<file path="config.mk">
export PLATFORM = sky130hd
export DESIGN_NAME = alu_issue_stage
export DESIGN_NICKNAME = d
export VERILOG_FILES = /design/src/rtl/alu_pkg.sv /design/src/rtl/alu_ctrl_dec.sv /design/src/rtl/alu_issue_stage.sv
export SDC_FILE = /design/constraint.sdc
export NUM_CORES = 1
export LEC_CHECK = 0
export ABC_AREA = 1
export CAP_MARGIN = 20
export CORE_MARGIN = 2
export CORE_UTILIZATION = 35
export DETAILED_ROUTE_END_ITERATION = 7
export GPL_TIMING_DRIVEN = 0
export PLACE_DENSITY = 0.87
export SYNTH_ARGS = -nofsm -noshare
export SYNTH_HDL_FRONTEND = slang
export SYNTH_SLANG_ARGS = --single-unit
</file>
<file path="constraint.sdc">
create_clock -name clk_i -period 1.4 [get_ports clk_i]
set_clock_uncertainty 0.05 [all_clocks]
set_input_delay 0.28 -clock clk_i [delete_from_list [all_inputs] [get_ports clk_i]]
set_output_delay 0.28 -clock clk_i [all_outputs]
set_load 0.005 [all_outputs]
</file>
<file path="src/rtl/alu_pkg.sv">
// ALU issue stage shared definitions:
// ALU control codes, opcodes and funct7 values.
package alu_pkg;

  localparam logic [2:0] ALU_AND  = 3'b000;
  localparam logic [2:0] ALU_XOR  = 3'b001;
  localparam logic [2:0] ALU_SLL  = 3'b010;
  localparam logic [2:0] ALU_ADD  = 3'b011;
  localparam logic [2:0] ALU_SUB  = 3'b100;
  localparam logic [2:0] ALU_MUL  = 3'b101;
  localparam logic [2:0] ALU_SRAI = 3'b111;

  localparam logic [6:0] OP_R      = 7'b0110011;
  localparam logic [6:0] OP_I      = 7'b0010011;
  localparam logic [6:0] OP_LOAD   = 7'b0000011;
  localparam logic [6:0] OP_STORE  = 7'b0100011;
  localparam logic [6:0] OP_BRANCH = 7'b1100011;

  localparam logic [6:0] F7_BASE   = 7'b0000000;
  localparam logic [6:0] F7_ALT    = 7'b0100000;
  localparam logic [6:0] F7_MULDIV = 7'b0000001;

endpackage

</file>
<file path="src/rtl/alu_ctrl_dec.sv">
// Combinational RV32 decode into ALU code,
// operand-2 select, writeback and illegal flag.
module alu_ctrl_dec
  import alu_pkg::*;
(
  input  logic [6:0] opcode,
  input  logic [2:0] funct3,
  input  logic [6:0] funct7,
  output logic [2:0] code,
  output logic       sel_imm,
  output logic       reg_write,
  output logic       illegal
);

  logic is_r, is_i, f7_b, f7_a, f7_m;

  assign is_r = (opcode == OP_R);
  assign is_i = (opcode == OP_I);
  assign f7_b = (funct7 == F7_BASE);
  assign f7_a = (funct7 == F7_ALT);
  assign f7_m = (funct7 == F7_MULDIV);

  always_comb begin
    code      = ALU_ADD;
    sel_imm   = 1'b0;
    reg_write = 1'b0;
    illegal   = 1'b0;
    unique case (1'b1)
      is_r && f7_b && funct3 == 3'b111: begin
        code = ALU_AND; reg_write = 1'b1;
      end
      is_r && f7_b && funct3 == 3'b100: begin
        code = ALU_XOR; reg_write = 1'b1;
      end
      is_r && f7_b && funct3 == 3'b001: begin
        code = ALU_SLL; reg_write = 1'b1;
      end
      is_r && f7_b && funct3 == 3'b000: begin
        code = ALU_ADD; reg_write = 1'b1;
      end
      is_r && f7_a && funct3 == 3'b000: begin
        code = ALU_SUB; reg_write = 1'b1;
      end
      is_r && f7_m && funct3 == 3'b000: begin
        code = ALU_MUL; reg_write = 1'b1;
      end
      is_i && funct3 == 3'b000: begin
        code = ALU_ADD; sel_imm = 1'b1;
        reg_write = 1'b1;
      end
      is_i && f7_a && funct3 == 3'b101: begin
        code = ALU_SRAI; sel_imm = 1'b1;
        reg_write = 1'b1;
      end
      opcode == OP_LOAD: begin
        code = ALU_ADD; sel_imm = 1'b1;
        reg_write = 1'b1;
      end
      opcode == OP_STORE: begin
        code = ALU_ADD; sel_imm = 1'b1;
      end
      opcode == OP_BRANCH: begin
        code = ALU_SUB;
      end
      default: illegal = 1'b1;
    endcase
  end

endmodule

</file>
<file path="src/rtl/alu_issue_stage.sv">
// Registered ID->EX issue stage: decode, operand
// select, single-entry handshake register, illegal count.
module alu_issue_stage
  import alu_pkg::*;
#(
  parameter int DATA_W = 32,
  parameter int CNT_W  = 8
) (
  input  logic              clk_i,
  input  logic              rst_i,
  input  logic              valid_i,
  output logic              ready_o,
  input  logic [6:0]        opcode_i,
  input  logic [2:0]        funct3_i,
  input  logic [6:0]        funct7_i,
  input  logic [DATA_W-1:0] rs1_data_i,
  input  logic [DATA_W-1:0] rs2_data_i,
  input  logic [DATA_W-1:0] imm_i,
  input  logic [4:0]        rd_addr_i,
  input  logic              flush_i,
  output logic              valid_o,
  input  logic              ready_i,
  output logic [2:0]        alu_ctrl_o,
  output logic [DATA_W-1:0] data1_o,
  output logic [DATA_W-1:0] data2_o,
  output logic [4:0]        rd_addr_o,
  output logic              reg_write_o,
  output logic              illegal_o,
  output logic [CNT_W-1:0]  illegal_cnt_o
);

  logic [2:0] dec_code;
  logic       dec_imm;
  logic       dec_wr;
  logic       dec_ill;
  logic       load;

  alu_ctrl_dec u_dec (
    .opcode    (opcode_i),
    .funct3    (funct3_i),
    .funct7    (funct7_i),
    .code      (dec_code),
    .sel_imm   (dec_imm),
    .reg_write (dec_wr),
    .illegal   (dec_ill)
  );

  assign ready_o = !valid_o || ready_i;
  assign load    = valid_i && ready_o && !flush_i;

  always_ff @(posedge clk_i or negedge rst_i) begin
    if (!rst_i)
      valid_o <= 1'b0;
    else if (flush_i)
      valid_o <= 1'b0;
    else if (load)
      valid_o <= 1'b1;
    else if (ready_i)
      valid_o <= 1'b0;
  end

  // Data fields only move on load so EX sees stable operands.
  always_ff @(posedge clk_i or negedge rst_i) begin
    if (!rst_i) begin
      alu_ctrl_o  <= 3'b000;
      data1_o     <= '0;
      data2_o     <= '0;
      rd_addr_o   <= '0;
      reg_write_o <= 1'b0;
      illegal_o   <= 1'b0;
    end else if (load) begin
      alu_ctrl_o  <= dec_code;
      data1_o     <= rs1_data_i;
      data2_o     <= dec_imm ? imm_i : rs2_data_i;
      rd_addr_o   <= rd_addr_i;
      reg_write_o <= dec_wr;
      illegal_o   <= dec_ill;
    end
  end

  always_ff @(posedge clk_i or negedge rst_i) begin
    if (!rst_i)
      illegal_cnt_o <= '0;
    else if (load && dec_ill && illegal_cnt_o != '1)
      illegal_cnt_o <= illegal_cnt_o + CNT_W'(1);
  end

endmodule
</file>
==> flow_summary.json <==
{
  "cp.required_ns": 1.62,
  "grt_pass1_wl_um": 21700,
  "fmax_mhz": 620,
  "drt_iter0_markers": 312,
  "highest_layer": "met4",
  "relSlewSlack_pct": 61.7,
  "final_common_cell": "nand2_1",
  "worst_pin_slew_ns": 0.574,
  "ys_seq_elements": 83,
  "synth_flop_cell": "dfrtp_1",
  "antenna_found_initial": 0,
  "cp_top_family": "simple AND/OR/NAND/NOR gates",
  "h-tree-depth": 3,
  "vias_per_cell": 4.98,
  "period_share_pct": 115,
  "diodes": 0,
  "cts_sinks": 83,
  "synth.distinct_cells": 27,
  "ff_latch_area_sq_um": 2080,
  "drive_gt1_share_pct": 28.5,
  "fill_cells": 795,
  "netlist_top_cells_area": "dfrtp_1, nand2_1, a21oi_1, nor2_1, a21oi_2",
  "die_w_um": 111,
  "p_total_mw": 7.68,
  "synth_edf_count": 0,
  "grt_max_degree": 44,
  "pin_count": 207,
  "die_area_sq_um": 12200,
  "slew_viol_final": 0,
  "yosysTopAreaCellShare_pct": 52.3,
  "io_buffers": 206,
  "rsz0062_at_grt": "true",
  "grt_pass1_vias": 4378,
  "syn_nets": 606,
  "drc_errors": 0,
  "synth_async_sr_flop_share_pct": 100,
  "worstSetupEndpointType": "flop",
  "maxCapViolations": 0,
  "dieHeight_um": 111,
  "place_ws_ns": -0.731,
  "path_cells": "buf_4 > buf_4 > nand3_1 > nor2_1 > nand3_1 > xnor2_1 > nand4_1 > nand2_1",
  "clockRootBuffer": "clkbuf_16",
  "yosys_warnings": 0,
  "multi_input_area_sq_um": 2140,
  "leakage_nw": 3.64,
  "fin_util_pct": 68.8,
  "drtAntennaViolNets": 0,
  "peakVddDrop_v": 0.000702,
  "clk_pin_slew_ns": 0.06,
  "cpMaxStageDelayCell": "dfrtp_1",
  "start_kind": "flop",
  "vias": 4370,
  "grt_usage_pct": 21.7,
  "slowest_delay_ns": 0.40,
  "yosysSeqAreaShare_pct": 52.3,
  "fin_area_sq_um": 7520,
  "finalHoldViolCount": 0,
  "core_area_sq_um": 10900,
  "gp_congestion": 0.948,
  "cts_tree": "yes",
  "syn-cell-area_sq_um": 3970,
  "critPathMaxFanout": 2,
  "insertion_delay_ns": 0.33,
  "crit_type": "reg -> reg",
  "setup_ws_ns": -0.213,
  "initial_core_util_pct": 36.3,
  "hpwl_um": 9400,
  "fin_crit_ns": 1.61,
  "avgSynthCellArea_sq_um": 8.24,
  "finalSetupViolCount": 51,
  "syn_inst": 482,
  "wl_met2_um": 7510,
  "wl_met3_um": 1190,
  "crit_arrival_ns": 1.83,
  "hold_path.class": "in -> reg",
  "cts_inserted_buffers": 9,
  "layout_common_cells": "nand2_1, clkdlybuf4s50_1, dfrtp_1, dlygate4sd2_1, nor2_1",
  "syn_to_final_growth_pct": 89.4,
  "met1_length_um": 5830,
  "failed_checks": "setup timing",
  "yosysTopAreaCell": "dfrtp_1",
  "dpl-instance-area_sq_um": 6240,
  "overflow": 0,
  "path_buf_inv": 2,
  "wl_per_cell_um": 16.9,
  "cts_buffer_depth": 2,
  "routed_wl_um": 14900,
  "power.density_nw_per_um2": 1020,
  "finalSetupTns_ns": -4.45,
  "final_nets": 857,
  "drt_first_pass_iters": 4,
  "rows": 38,
  "status": "finished, violations left"
}
## power breakdown
group | internal, mW | switching, mW | total (mW)
clock network | 1.61 | 0.962 | 2.58
logic | 1.18 | 0.913 | 2.09
registers | 2.77 | 0.246 | 3.01
## timing repair
action | CTS | global route
gates resized for setup | 164 | 175
buffers inserted | 9 | 13
setup endpoints to repair | 166 | 87
hold buffers | 1 | 0
gates cloned | 4 | 7
endpoints found under the hold margin | 42 | 0
pin swaps | 8 | 42
## metrics by stage
step           std cells  hold WS (ns)
6_report             878         0.235
5_1_grt              878         0.238
4_1_cts              859         0.326
3_5_place_dp         829         0.262
3_3_place_gp         828         0.403
2_1_floorplan        482       -0.0656
## registers in the layout, summed over array words and instances, names as in the netlist
register	cells
alu_ctrl_o	3
valid_o	1
illegal_o	1
illegal_cnt_o	8
data2_o	32
data1_o	32
rd_addr_o	5
reg_write_o	1
## layer usage
| layer | vias to the layer above | global-route usage (%) |
|---|---|---|
| met1 | 2055 | 25.6 |
| met4 | 0 | 8.25 |
| li1 | 2044 | - |
| met2 | 237 | 37.4 |
| met5 | - | 0 |
| met3 | 34 | 6.20 |
## cell usage after synthesis, types with 2 or more instances
master    instances
xnor2_1           3
inv_2             3
buf_6             4
nor3_1            2
nand3_1          14
nor2_1           57
buf_8             3
a21oi_1          47
nand2_1         182
xor2_1            2
a21oi_2          20
buf_2            11
nand4_1           7
nor2_2            5
nor3_2            2
dfrtp_1          83
inv_1            19
o21ai_0           3
nand2_2           3
clkbuf_1          4
nand3_4           2
## worst register-to-register path: stages (launching register included)
cell and delay (ns):
dfrtp_1 0.40, buf_4 0.14, buf_4 0.11, nand3_1 0.12, nor2_1 0.23, nand3_1 0.14
xnor2_1 0.17, nand4_1 0.12, nand2_1 0.08
## final timing paths
kind / startpoint / endpoint / slack, ns / cells past startpoint
setup / recovery: illegal_cnt_o[1]$_DFFE_PN0P_ / illegal_cnt_o[7]$_DFFE_PN0P_ / -0.21 / 8
hold / removal: valid_i / valid_o$_DFFE_PN0P_ / 0.23 / 3
setup reg to reg: illegal_cnt_o[1]$_DFFE_PN0P_ / illegal_cnt_o[7]$_DFFE_PN0P_ / -0.21 / 8
hold reg to reg: data1_o[27]$_DFFE_PN0P_ / data1_o[27]$_DFFE_PN0P_ / 0.42 / 2
max in group asynchronous: rst_i / data1_o[6]$_DFFE_PN0P_ / 0.22 / 3
min in group asynchronous: rst_i / data2_o[29]$_DFFE_PN0P_ / 0.44 / 2
## layout make-up
class	count	area share [%]
clock inverters	6	1.16
plain buffers	22	4.34
inverters	22	1.36
repair buffers	239	31.5
well taps	140	2.33
clock buffers	10	3.18
flip-flops and latches	83	27.6
multi-input cells	356	28.5
## logic make-up after synthesis
logic type | count (synthesis) | share of synthesized area [%]
fa+ha+maj | 1 | 0.315
buf+inv | 44 | 6.11
flops | 83 | 52.3
simple gates | 278 | 29.4
xor+xnor | 5 | 1.10
compound gates | 71 | 10.8
No activity file was read; power rests on OpenSTA's default activity.
